File: config.mk
export PLATFORM = sky130hd
export DESIGN_NAME = alu_exec_unit
export DESIGN_NICKNAME = d
export VERILOG_FILES = /design/src/rtl/alu_exec_unit.sv
export SDC_FILE = /design/constraint.sdc
export NUM_CORES = 1
export LEC_CHECK = 0
export BUFFER_PORTS_ARGS = -buffer_cell sky130_fd_sc_hd__buf_2
export CAP_MARGIN = 20
export CELL_PAD_IN_SITES_DETAIL_PLACEMENT = 0
export CELL_PAD_IN_SITES_GLOBAL_PLACEMENT = 1
export CORE_MARGIN = 1
export CORE_UTILIZATION = 40
export CTS_CLUSTER_SIZE = 8
export DETAILED_ROUTE_END_ITERATION = 7
export PLACE_DENSITY_LB_ADDON = 0.1
export SLEW_MARGIN = 10
export SYNTH_ARGS = -nofsm -noshare
export SYNTH_HDL_FRONTEND = slang
export SYNTH_SLANG_ARGS = --single-unit
File: constraint.sdc
create_clock -name clk_i -period 2.4 [get_ports clk_i]
set_clock_uncertainty 0.2 [all_clocks]
set_input_delay 0.36 -clock clk_i [delete_from_list [all_inputs] [get_ports clk_i]]
set_output_delay 0.36 -clock clk_i [all_outputs]
set_load 0.02 [all_outputs]
File: src/rtl/alu_exec_unit.sv
// Handshaked single-issue ALU: decodes RV32-style ALU ops, registers result and flags.
// Shifts iterate one bit per clock unless ALU_BARREL_SHIFT_EN is defined (single-cycle barrel shifter).
//
// state | meaning
// IDLE  | no result held, ready for a request
// BUSY  | iterative shift in progress, one bit per clock
// DONE  | result held valid until the consumer takes it
module alu_exec_unit #(
    parameter int XLEN = 32,
    parameter int SHW  = $clog2(XLEN)
) (
    input  logic            clk_i,
    input  logic            rst_ni,
    input  logic            in_valid_i,
    output logic            in_ready_o,
    input  logic [1:0]      alu_op_i,
    input  logic [3:0]      funct_i,
    input  logic [XLEN-1:0] op_a_i,
    input  logic [XLEN-1:0] op_b_i,
    output logic            out_valid_o,
    input  logic            out_ready_i,
    output logic [XLEN-1:0] result_o,
    output logic [3:0]      op_code_o,
    output logic            zero_o,
    output logic            illegal_o
);

    localparam logic [3:0] OP_AND  = 4'b0000;
    localparam logic [3:0] OP_OR   = 4'b0001;
    localparam logic [3:0] OP_ADD  = 4'b0010;
    localparam logic [3:0] OP_XOR  = 4'b0011;
    localparam logic [3:0] OP_SLL  = 4'b0100;
    localparam logic [3:0] OP_SRL  = 4'b0101;
    localparam logic [3:0] OP_SUB  = 4'b0110;
    localparam logic [3:0] OP_SRA  = 4'b0111;
    localparam logic [3:0] OP_SLT  = 4'b1000;
    localparam logic [3:0] OP_SLTU = 4'b1001;
    localparam logic [3:0] OP_ILL  = 4'b1111;

    localparam logic [SHW-1:0] CNT_ONE = SHW'(1);

    typedef enum logic [1:0] {
        S_IDLE = 2'b00,
        S_BUSY = 2'b01,
        S_DONE = 2'b10
    } state_t;

    state_t          state_q, state_d;
    logic [XLEN-1:0] result_q, result_d;
    logic [3:0]      op_code_q, op_code_d;
    logic            zero_q, zero_d;
    logic            illegal_q, illegal_d;
    logic [SHW-1:0]  cnt_q, cnt_d;

    logic [3:0]      dec_op;
    logic            dec_ill;
    logic [SHW-1:0]  shamt;
    logic [XLEN-1:0] alu_res;
    logic [XLEN-1:0] shift_step;
    logic            accept;
    logic            go_busy;

    assign shamt = op_b_i[SHW-1:0];

    always_comb begin
        dec_op = OP_ILL;
        case (alu_op_i)
            2'b00: dec_op = OP_ADD;
            2'b01: dec_op = OP_SUB;
            2'b10: begin
                case (funct_i[2:0])
                    3'b000: dec_op = funct_i[3] ? OP_SUB : OP_ADD;
                    3'b001: dec_op = funct_i[3] ? OP_ILL : OP_SLL;
                    3'b010: dec_op = funct_i[3] ? OP_ILL : OP_SLT;
                    3'b011: dec_op = funct_i[3] ? OP_ILL : OP_SLTU;
                    3'b100: dec_op = funct_i[3] ? OP_ILL : OP_XOR;
                    3'b101: dec_op = funct_i[3] ? OP_SRA : OP_SRL;
                    3'b110: dec_op = funct_i[3] ? OP_ILL : OP_OR;
                    default: dec_op = funct_i[3] ? OP_ILL : OP_AND;
                endcase
            end
            default: dec_op = OP_ILL;
        endcase
    end

    assign dec_ill = (dec_op == OP_ILL);

    always_comb begin
        alu_res = '0;
        case (dec_op)
            OP_AND:  alu_res = op_a_i & op_b_i;
            OP_OR:   alu_res = op_a_i | op_b_i;
            OP_ADD:  alu_res = op_a_i + op_b_i;
            OP_XOR:  alu_res = op_a_i ^ op_b_i;
            OP_SUB:  alu_res = op_a_i - op_b_i;
            OP_SLT:  alu_res = {{(XLEN-1){1'b0}}, ($signed(op_a_i) < $signed(op_b_i))};
            OP_SLTU: alu_res = {{(XLEN-1){1'b0}}, (op_a_i < op_b_i)};
`ifdef ALU_BARREL_SHIFT_EN
            OP_SLL:  alu_res = op_a_i << shamt;
            OP_SRL:  alu_res = op_a_i >> shamt;
            OP_SRA:  alu_res = XLEN'($signed(op_a_i) >>> shamt);
`else
            // Seed value for the iterative shifter; also the final answer for k=0.
            OP_SLL, OP_SRL, OP_SRA: alu_res = op_a_i;
`endif
            default: alu_res = '0;
        endcase
    end

`ifdef ALU_BARREL_SHIFT_EN
    assign go_busy = 1'b0;
`else
    assign go_busy = ((dec_op == OP_SLL) || (dec_op == OP_SRL) || (dec_op == OP_SRA))
                     && (shamt != '0);
`endif

    always_comb begin
        shift_step = result_q;
        case (op_code_q)
            OP_SLL:  shift_step = {result_q[XLEN-2:0], 1'b0};
            OP_SRL:  shift_step = {1'b0, result_q[XLEN-1:1]};
            OP_SRA:  shift_step = {result_q[XLEN-1], result_q[XLEN-1:1]};
            default: shift_step = result_q;
        endcase
    end

    assign in_ready_o = (state_q == S_IDLE) || ((state_q == S_DONE) && out_ready_i);
    assign accept     = in_valid_i && in_ready_o;

    always_comb begin
        state_d   = state_q;
        result_d  = result_q;
        op_code_d = op_code_q;
        zero_d    = zero_q;
        illegal_d = illegal_q;
        cnt_d     = cnt_q;

        case (state_q)
            S_BUSY: begin
                result_d = shift_step;
                cnt_d    = cnt_q - CNT_ONE;
                if (cnt_q == CNT_ONE) begin
                    state_d = S_DONE;
                    zero_d  = (shift_step == '0);
                end
            end
            S_DONE: begin
                if (out_ready_i && !in_valid_i) begin
                    state_d = S_IDLE;
                end
            end
            default: state_d = state_q;
        endcase

        // A new request overrides whatever the current state would do.
        if (accept) begin
            op_code_d = dec_op;
            illegal_d = dec_ill;
            if (dec_ill) begin
                result_d = '0;
                zero_d   = 1'b1;
                state_d  = S_DONE;
            end else if (go_busy) begin
                result_d = op_a_i;
                cnt_d    = shamt;
                zero_d   = 1'b0;
                state_d  = S_BUSY;
            end else begin
                result_d = alu_res;
                zero_d   = (alu_res == '0);
                state_d  = S_DONE;
            end
        end
    end

    always_ff @(posedge clk_i or negedge rst_ni) begin
        if (!rst_ni) begin
            state_q   <= S_IDLE;
            result_q  <= '0;
            op_code_q <= OP_AND;
            zero_q    <= 1'b0;
            illegal_q <= 1'b0;
            cnt_q     <= '0;
        end else begin
            state_q   <= state_d;
            result_q  <= result_d;
            op_code_q <= op_code_d;
            zero_q    <= zero_d;
            illegal_q <= illegal_d;
            cnt_q     <= cnt_d;
        end
    end

    assign out_valid_o = (state_q == S_DONE);
    assign result_o    = result_q;
    assign op_code_o   = op_code_q;
    assign zero_o      = zero_q;
    assign illegal_o   = illegal_q;

endmodule

==> results.toml, run 1 <==
[synth]
ys_seq_area_frac = 0.1306
syn_area_um2 = 8621
synth_edf_count = 0
synth_top_cell_area_share = 0.1422
synth.area.top_cells = "ha_1 14%, dfrtp_1 13%, a21oi_1 7.4%"
synth_top_cell_by_area = "ha_1"
synth_commonest_cells = "128 x a21oi_1, 115 x nor2_1, 105 x inv_1"
ys_warn_count = 0
async_reset_ff_frac = 1.000
avgSynthCellArea_um2 = 7.136
synth-main-ff-cell = "dfrtp_1"
synthCells = 1208
yosysMostFrequentCell = "a21oi_1"
syn_nets = 1382
synthDistinctLibCells = 88
synth_seq_cells = 45

[placement]
post-dp-hpwl_um = 34200
dp.cells = 1987
place_congestion = 0.9895
placed_area_um2 = 13140
place.port_buffers = 113

[clocking]
clk_pin_slew_worst_paths_ns = 0.06
htreeDepth = 2
numCtsBuffers = 5
cts_tree = "built"
clk_latency_ns = 0.29
cts_root_buf = "clkbuf_16"
clock-sinks = 45
cts_buffer_depth = 2

[die]
placementRows = 53
core_area_um2 = 21090
die_area_um2 = 22140
io_pins = 114
start_util = 0.4088
die_y_um = 148.8
die_w_um = 148.8

[layout]
final_cells = 2093
drive_gt1_frac = 0.5149
final_nets = 1991
final_area_um2 = 15640
nFillCells = 1691
area_growth_pct = 81.39
fin_util = 0.7415
diodes = 0

[critical_path]
critPathRequiredTime_ns = 2.38
critPathArrivalTime_ns = 3.60
worstSetupPathType = "in -> reg"
cp-end-kind = "flip-flop"
cp-startpoint = "op_a_i[0]"
crit_path_start_kind = "input port"
path_max_fanout = 3
r2r-start = "op_code_o[3]"

[power]
leakage_nw = 7.261
power_density_nw_per_um2 = 425.1
vdd_drop_max_v = 0.0003441

[status]
status = "complete, but fails checks"
violations = "DRC, setup timing"

[global_routing]
grt_max_degree = 35
grt_pass1_wl_um = 66400
grt_overflow = 0
grt_usage = 0.3867
grt_pass1_vias = 12100
antenna_found_initial = 0

[sta]
period_needed_ns = 3.619
rsz0062_at_grt = "yes"
slew_headroom = 0.5162
maxSlewViolCount = 0
finalSetupViolCount = 30
max_freq_mhz = 276.3
tightest_slew_ns = 0.7191
setup_slack_ns = -1.219
period_share = 1.508
hold_viol_final = 0

[detailed_routing]
avgViaCountPerCell = 6.025
drt_iter0_drc = 1217
num_vias = 12610
top_layer_used = "met4"
firstDrtPassIters = 8
route.met3.wl_um = 3969
wl_met1_um = 18190
drc = 10
wl_met2_um = 19960
drt-total-wl_um = 43920
wl_per_cell_um = 20.98
ant_nets = 0

[hold_path]
hp-start = "op_b_i[0]"
min_path_type = "in -> reg"

[job]
maxCapViolCount = 0
==> through the flow <==
step | setup TNS (ns) | power, mW | setup slack, ns | hold WS, ns
detailed placement | -30.46 | 4.967 | -1.767 | 0.07297
CTS | -18.08 | 6.259 | -1.198 | 0.2451
global route | -23.38 | 7.020 | -1.397 | 0.2575
floorplan | -9.560 | 3.024 | -0.9390 | -0.1356
global placement | -30.37 | 4.923 | -1.798 | 0.06939
finish | -20.78 | 6.648 | -1.219 | 0.2550
==> logic make-up after synthesis <==
group | count (synthesis) | share of synthesized area
AO/OA/AOI/OAI | 488 | 0.4060
XOR/XNOR | 11 | 0.01118
flip-flops | 45 | 0.1306
buffers and inverters | 187 | 0.08679
adder cells (fa/ha/maj) | 100 | 0.1469
AND/OR/NAND/NOR | 371 | 0.2115
multiplexers | 6 | 0.007112
==> state kept, by name (all words and copies together) (netlist names) <==
register	flops
cnt_q	5
op_code_o	4
zero_o	1
state_q	2
illegal_o	1
result_o	32
==> report_power, final <==
group	leakage (nW)	total, mW	switching (mW)	internal [mW]
Sequential	0.540	1.15	0.227	0.927
Combinational	6.65	4.81	2.41	2.40
Clock	0.0702	0.686	0.299	0.387
==> worst max-delay path, cell delays in order <==
cell and delay, ns:
buf_12 0.12, ha_4 0.16, fa_2 0.35, a21o_4 0.24
a21oi_1 0.20, o32ai_1 0.11, or3_1 0.38, a2111oi_2 0.37
nand4_1 0.19, nor4_2 0.18, buf_4 0.16, nand4_1 0.11
nor4_2 0.22, buf_4 0.14, nand4bb_1 0.11, o41ai_2 0.22
==> layout by cell type, fill, tap and decap left out, types with 10 or more instances in the layout <==
cell type,instances
buf_4,497
buf_2,91
o21ai_0,50
nor2b_1,12
buf_6,80
inv_1,76
ha_1,74
o21ai_1,17
nor4_1,10
a22oi_1,14
o21a_1,12
inv_2,13
nand3_1,23
a21o_1,11
nor2_1,103
a21oi_2,15
o211ai_1,16
a222oi_1,31
nand2_1,74
nor3_1,32
nand4_1,16
a221oi_2,15
nand2b_1,13
dfrtp_1,45
a221oi_1,13
o21ai_2,13
a21oi_1,111
ha_4,20
inv_4,11
==> path summary, 6_finish.rpt <==
path                                      to  slack (ns)  depth (start not counted)
worst max-delay path                  zero_o       -1.22                         16
worst min-delay path                cnt_q[0]        0.25                          4
worst max register to register        zero_o       -0.28                         10
worst min register to register     illegal_o        0.32                          2
max in group asynchronous       result_o[23]        1.15                          3
min in group asynchronous           cnt_q[4]        0.30                          2
==> metal layers <==
| metal | vias to the layer above | GRT usage |
|---|---|---|
| li1 | 5791 | - |
| met1 | 6023 | 0.5198 |
| met2 | 653 | 0.6374 |
| met3 | 143 | 0.04648 |
| met4 | 0 | 0.1337 |
| met5 | - | 0 |
==> final cells by class <==
cell class	instances	area [um^2]	area share
Sequential cell	45	1126	0.07201
Multi-Input combinational cell	976	8182	0.5232
Inverter	106	479.2	0.03064
Clock inverter	3	21.27	0.001360
Clock buffer	5	125.1	0.008001
Tap cell	275	344.1	0.02200
Timing Repair Buffer	683	5360	0.3428
==> what timing repair did <==
item | CTS | global route
gates resized for setup | 243 | 119
pin swaps | 90 | 68
gates cloned | 1 | 0
setup buffers | 72 | 46
endpoints found under the setup margin | 30 | 33
endpoints found under the hold margin | 12 | 0
hold buffers | 1 | 0
Note: power is estimated with default switching activity, not from simulation.
==> run 2: changes to the inputs <==
--- a/config.mk
+++ b/config.mk
@@ -7,2 +7,3 @@
 export LEC_CHECK = 0
+export ABC_AREA = 1
 export BUFFER_PORTS_ARGS = -buffer_cell sky130_fd_sc_hd__buf_2
@@ -12,3 +13,3 @@
 export CORE_MARGIN = 1
-export CORE_UTILIZATION = 40
+export CORE_UTILIZATION = 37
 export CTS_CLUSTER_SIZE = 8
@@ -16,2 +17,3 @@
 export PLACE_DENSITY_LB_ADDON = 0.1
+export RECOVER_POWER = 25
 export SLEW_MARGIN = 10
==> constraint.sdc (replaced) <==
create_clock -name clk_i -period 2.4 [get_ports clk_i]
set_clock_uncertainty 0.2 [all_clocks]
set_input_delay 0 -clock clk_i [delete_from_list [all_inputs] [get_ports clk_i]]
set_output_delay 0 -clock clk_i [all_outputs]
set_load 0.02 [all_outputs]
==> results.toml, run 2 <==
[layout]
final_cells = 2566
area_growth_pct = 58.23
final_cell_mix = "417 x buf_4, 410 x nand2_1, 266 x inv_1"
largest_register_ffs = 32
drive_gt1_frac = 0.3757
mostFrequentLayoutCell = "buf_4"
final_area_um2 = 15030
final_nets = 2409
diodes = 0
nFillCells = 2571

[sta]
max_freq_mhz = 413.7
tightest_slew_ns = 0.9537
rsz0062_at_grt = "yes"
slew_headroom = 0.3642
period_needed_ns = 2.417
finalSetupViolCount = 1
setup_slack_ns = -0.01718
hold_viol_final = 0
maxSlewViolCount = 0
period_share = 1.007

[clocking]
clock-sinks = 45
cts_root_buf = "clkbuf_16"
cts_buffer_depth = 2
htreeDepth = 2
clk_pin_slew_worst_paths_ns = 0.07
numCtsBuffers = 5
cts_tree = "built"
clk_latency_ns = 0.29

[power]
pwr-share-seq = 0.162
switching_share = 0.5281
total_power_mw = 9.270
pwr-share-comb = 0.763
vdd_drop_max_v = 0.0009355
p_switching_mw = 4.895
p_int_mw = 4.375
power_density_nw_per_um2 = 616.9
leakage_nw = 8.043
p_clk_frac = 0.075

[synth]
async_reset_ff_frac = 1.000
synth.area.top_cells = "nand2_1 19%, ha_1 13%, dfrtp_1 12%"
syn_area_um2 = 9498
syn_nets = 1891
synth_seq_cells = 45
ys_warn_count = 0
avgSynthCellArea_um2 = 5.532
synth_edf_count = 0
synthCells = 1717
synth_top_cell_area_share = 0.1865
ys_seq_area_frac = 0.1186
synth_top_cell_by_area = "nand2_1"
synth_commonest_cells = "472 x nand2_1, 294 x inv_1, 198 x nor2_1"
synth-main-ff-cell = "dfrtp_1"
synthDistinctLibCells = 47
yosysMostFrequentCell = "nand2_1"

[placement]
place_congestion = 0.9962
place.port_buffers = 113
dpl_worst_slack_ns = -0.7554
post-dp-hpwl_um = 37290
dp.cells = 2521
placed_area_um2 = 13370

[critical_path]
crit_path_start_kind = "input port"
slowest_stage = "fa_2"
path_depth = 18
critPathArrivalTime_ns = 2.44
critPathRequiredTime_ns = 2.42
worstSetupPathType = "in -> reg"
critPathTopFamily = "simple AND/OR/NAND/NOR gates"
cp_num_buf_inv = 1
path_max_fanout = 5
cp-end-kind = "flip-flop"
rr_worst_depth = 13
worstPathCellList = "buf_12 > ha_4 > fa_2 > nand3_4 > nand3_4 > nand2_2 > nand2_2 > nand2_1 > nand2_1 > nand2_1 > nand2_2 > nor2_4 > nand3_2 > nor2_2 > nand3_2 > nor3_4 > nand4_1 > a21oi_1"
reg2reg_slack_ns = 0
max_stage_delay_ns = 0.38

[detailed_routing]
ant_nets = 0
drt-total-wl_um = 45870
drc = 0
drt_iter0_drc = 1300
firstDrtPassIters = 6
wl_per_cell_um = 17.88
num_vias = 13430
avgViaCountPerCell = 5.233

[die]
start_util = 0.3772
die_area_um2 = 26320
die_w_um = 162.2
placementRows = 58
core_area_um2 = 25180
die_y_um = 162.2
io_pins = 114

[global_routing]
grt_pass1_wl_um = 67900
antenna_found_initial = 0
grt_pass1_vias = 12400
grt_overflow = 0
grt_max_degree = 37
grt_usage = 0.3332

[status]
violations = "setup timing"
status = "complete, but fails checks"

[hold_path]
hold_depth = 6
min_path_type = "in -> reg"

[job]
maxCapViolCount = 0
==> run 2: cell types whose count changed in the layout (fill, tap and decap cells not counted), moves of 30 or more <==
cell and delta:
nand2_2 +56, a222oi_1 -31, buf_6 -68, nor2_1 +40, nor2_2 +39, o22ai_1 +30, o21ai_0 +42, nand3_1 +92
buf_4 -80, inv_1 +190, nand2_1 +336
==> run 2: per-layer routing <==
layer,wire (um),up-vias,global-route usage
li1,-,6537,-
met1,20490,6305,0.4524
met2,21240,510,0.5699
met3,2950,76,0.02554
met4,1190,0,0.07547
met5,0,-,0
==> run 2: power by group through the flow <==
stage | clock network, mW | registers (mW) | logic [mW]
5_1_grt | 0.723 | 1.55 | 7.63
4_1_cts | 0.699 | 1.47 | 6.30
6_report | 0.696 | 1.50 | 7.07
3_5_place_dp | 0 | 1.48 | 6.13
3_3_place_gp | 0 | 1.47 | 6.10
2_1_floorplan | 0 | 1.82 | 3.06
==> run 2: kinds of logic (layout without fill, tap and decap cells) <==
family	Yosys count	in the layout	share of synthesized area
AO/OA/AOI/OAI	320	320	0.1873
adder cells (fa/ha/maj)	100	100	0.1333
buffers and inverters	357	874	0.1532
XOR/XNOR	11	11	0.01014
AND/OR/NAND/NOR	884	886	0.3974
flip-flops	45	45	0.1186
==> run 2: what timing repair did <==
action	4_1_cts	5_1_grt
hold buffers	9	0
pin swaps	7	78
setup buffers	2	23
setup endpoints to repair	9	15
endpoints found under the hold margin	53	0
gates resized for setup	44	283
gates cloned	0	3
==> run 2: worst register-to-register path, stage by stage (launching register included) <==
cell and delay, ns:
dfrtp_1 0.41, nor2_4 0.16, nand2_2 0.11, inv_2 0.10, nor2_4 0.08, buf_6 0.15, a21oi_4 0.16, nand2_2 0.09
nor4_4 0.34, buf_4 0.16, nand3_1 0.08, nor2_2 0.11, nor2_1 0.05, a21oi_1 0.13
==> run 2: metrics by stage <==
| step | hold WS (ns) | setup TNS (ns) | utilization |
|---|---|---|---|
| 5_1_grt | 0.09016 | -0.1493 | 0.5968 |
| 4_1_cts | 0.04176 | -0.09512 | 0.5477 |
| 2_1_floorplan | -0.4956 | 0 | - |
| 6_report | 0.04484 | -0.01718 | 0.5968 |
| 3_5_place_dp | -0.3349 | -5.915 | 0.5308 |
| 3_3_place_gp | -0.3342 | -5.668 | 0.5308 |
==> run 2: final timing paths <==
path,startpoint,end
max,op_b_i[0],zero_o
min,funct_i[2],op_code_o[3]
max reg2reg,op_code_o[3],zero_o
min reg2reg,illegal_o,illegal_o
max in group asynchronous,rst_ni,zero_o
min in group asynchronous,rst_ni,state_q[0]
==> run 2: cell type report <==
| class | instances | area [um^2] | share of cell area |
|---|---|---|---|
| multi-input cells | 1317 | 8073 | 0.5372 |
| inverters | 305 | 1147 | 0.07635 |
| well taps | 330 | 412.9 | 0.02747 |
| clock inverters | 2 | 15.01 | 0.0009991 |
| clock buffers | 6 | 128.9 | 0.008575 |
| flip-flops and latches | 45 | 1126 | 0.07493 |
| repair buffers | 561 | 4125 | 0.2745 |
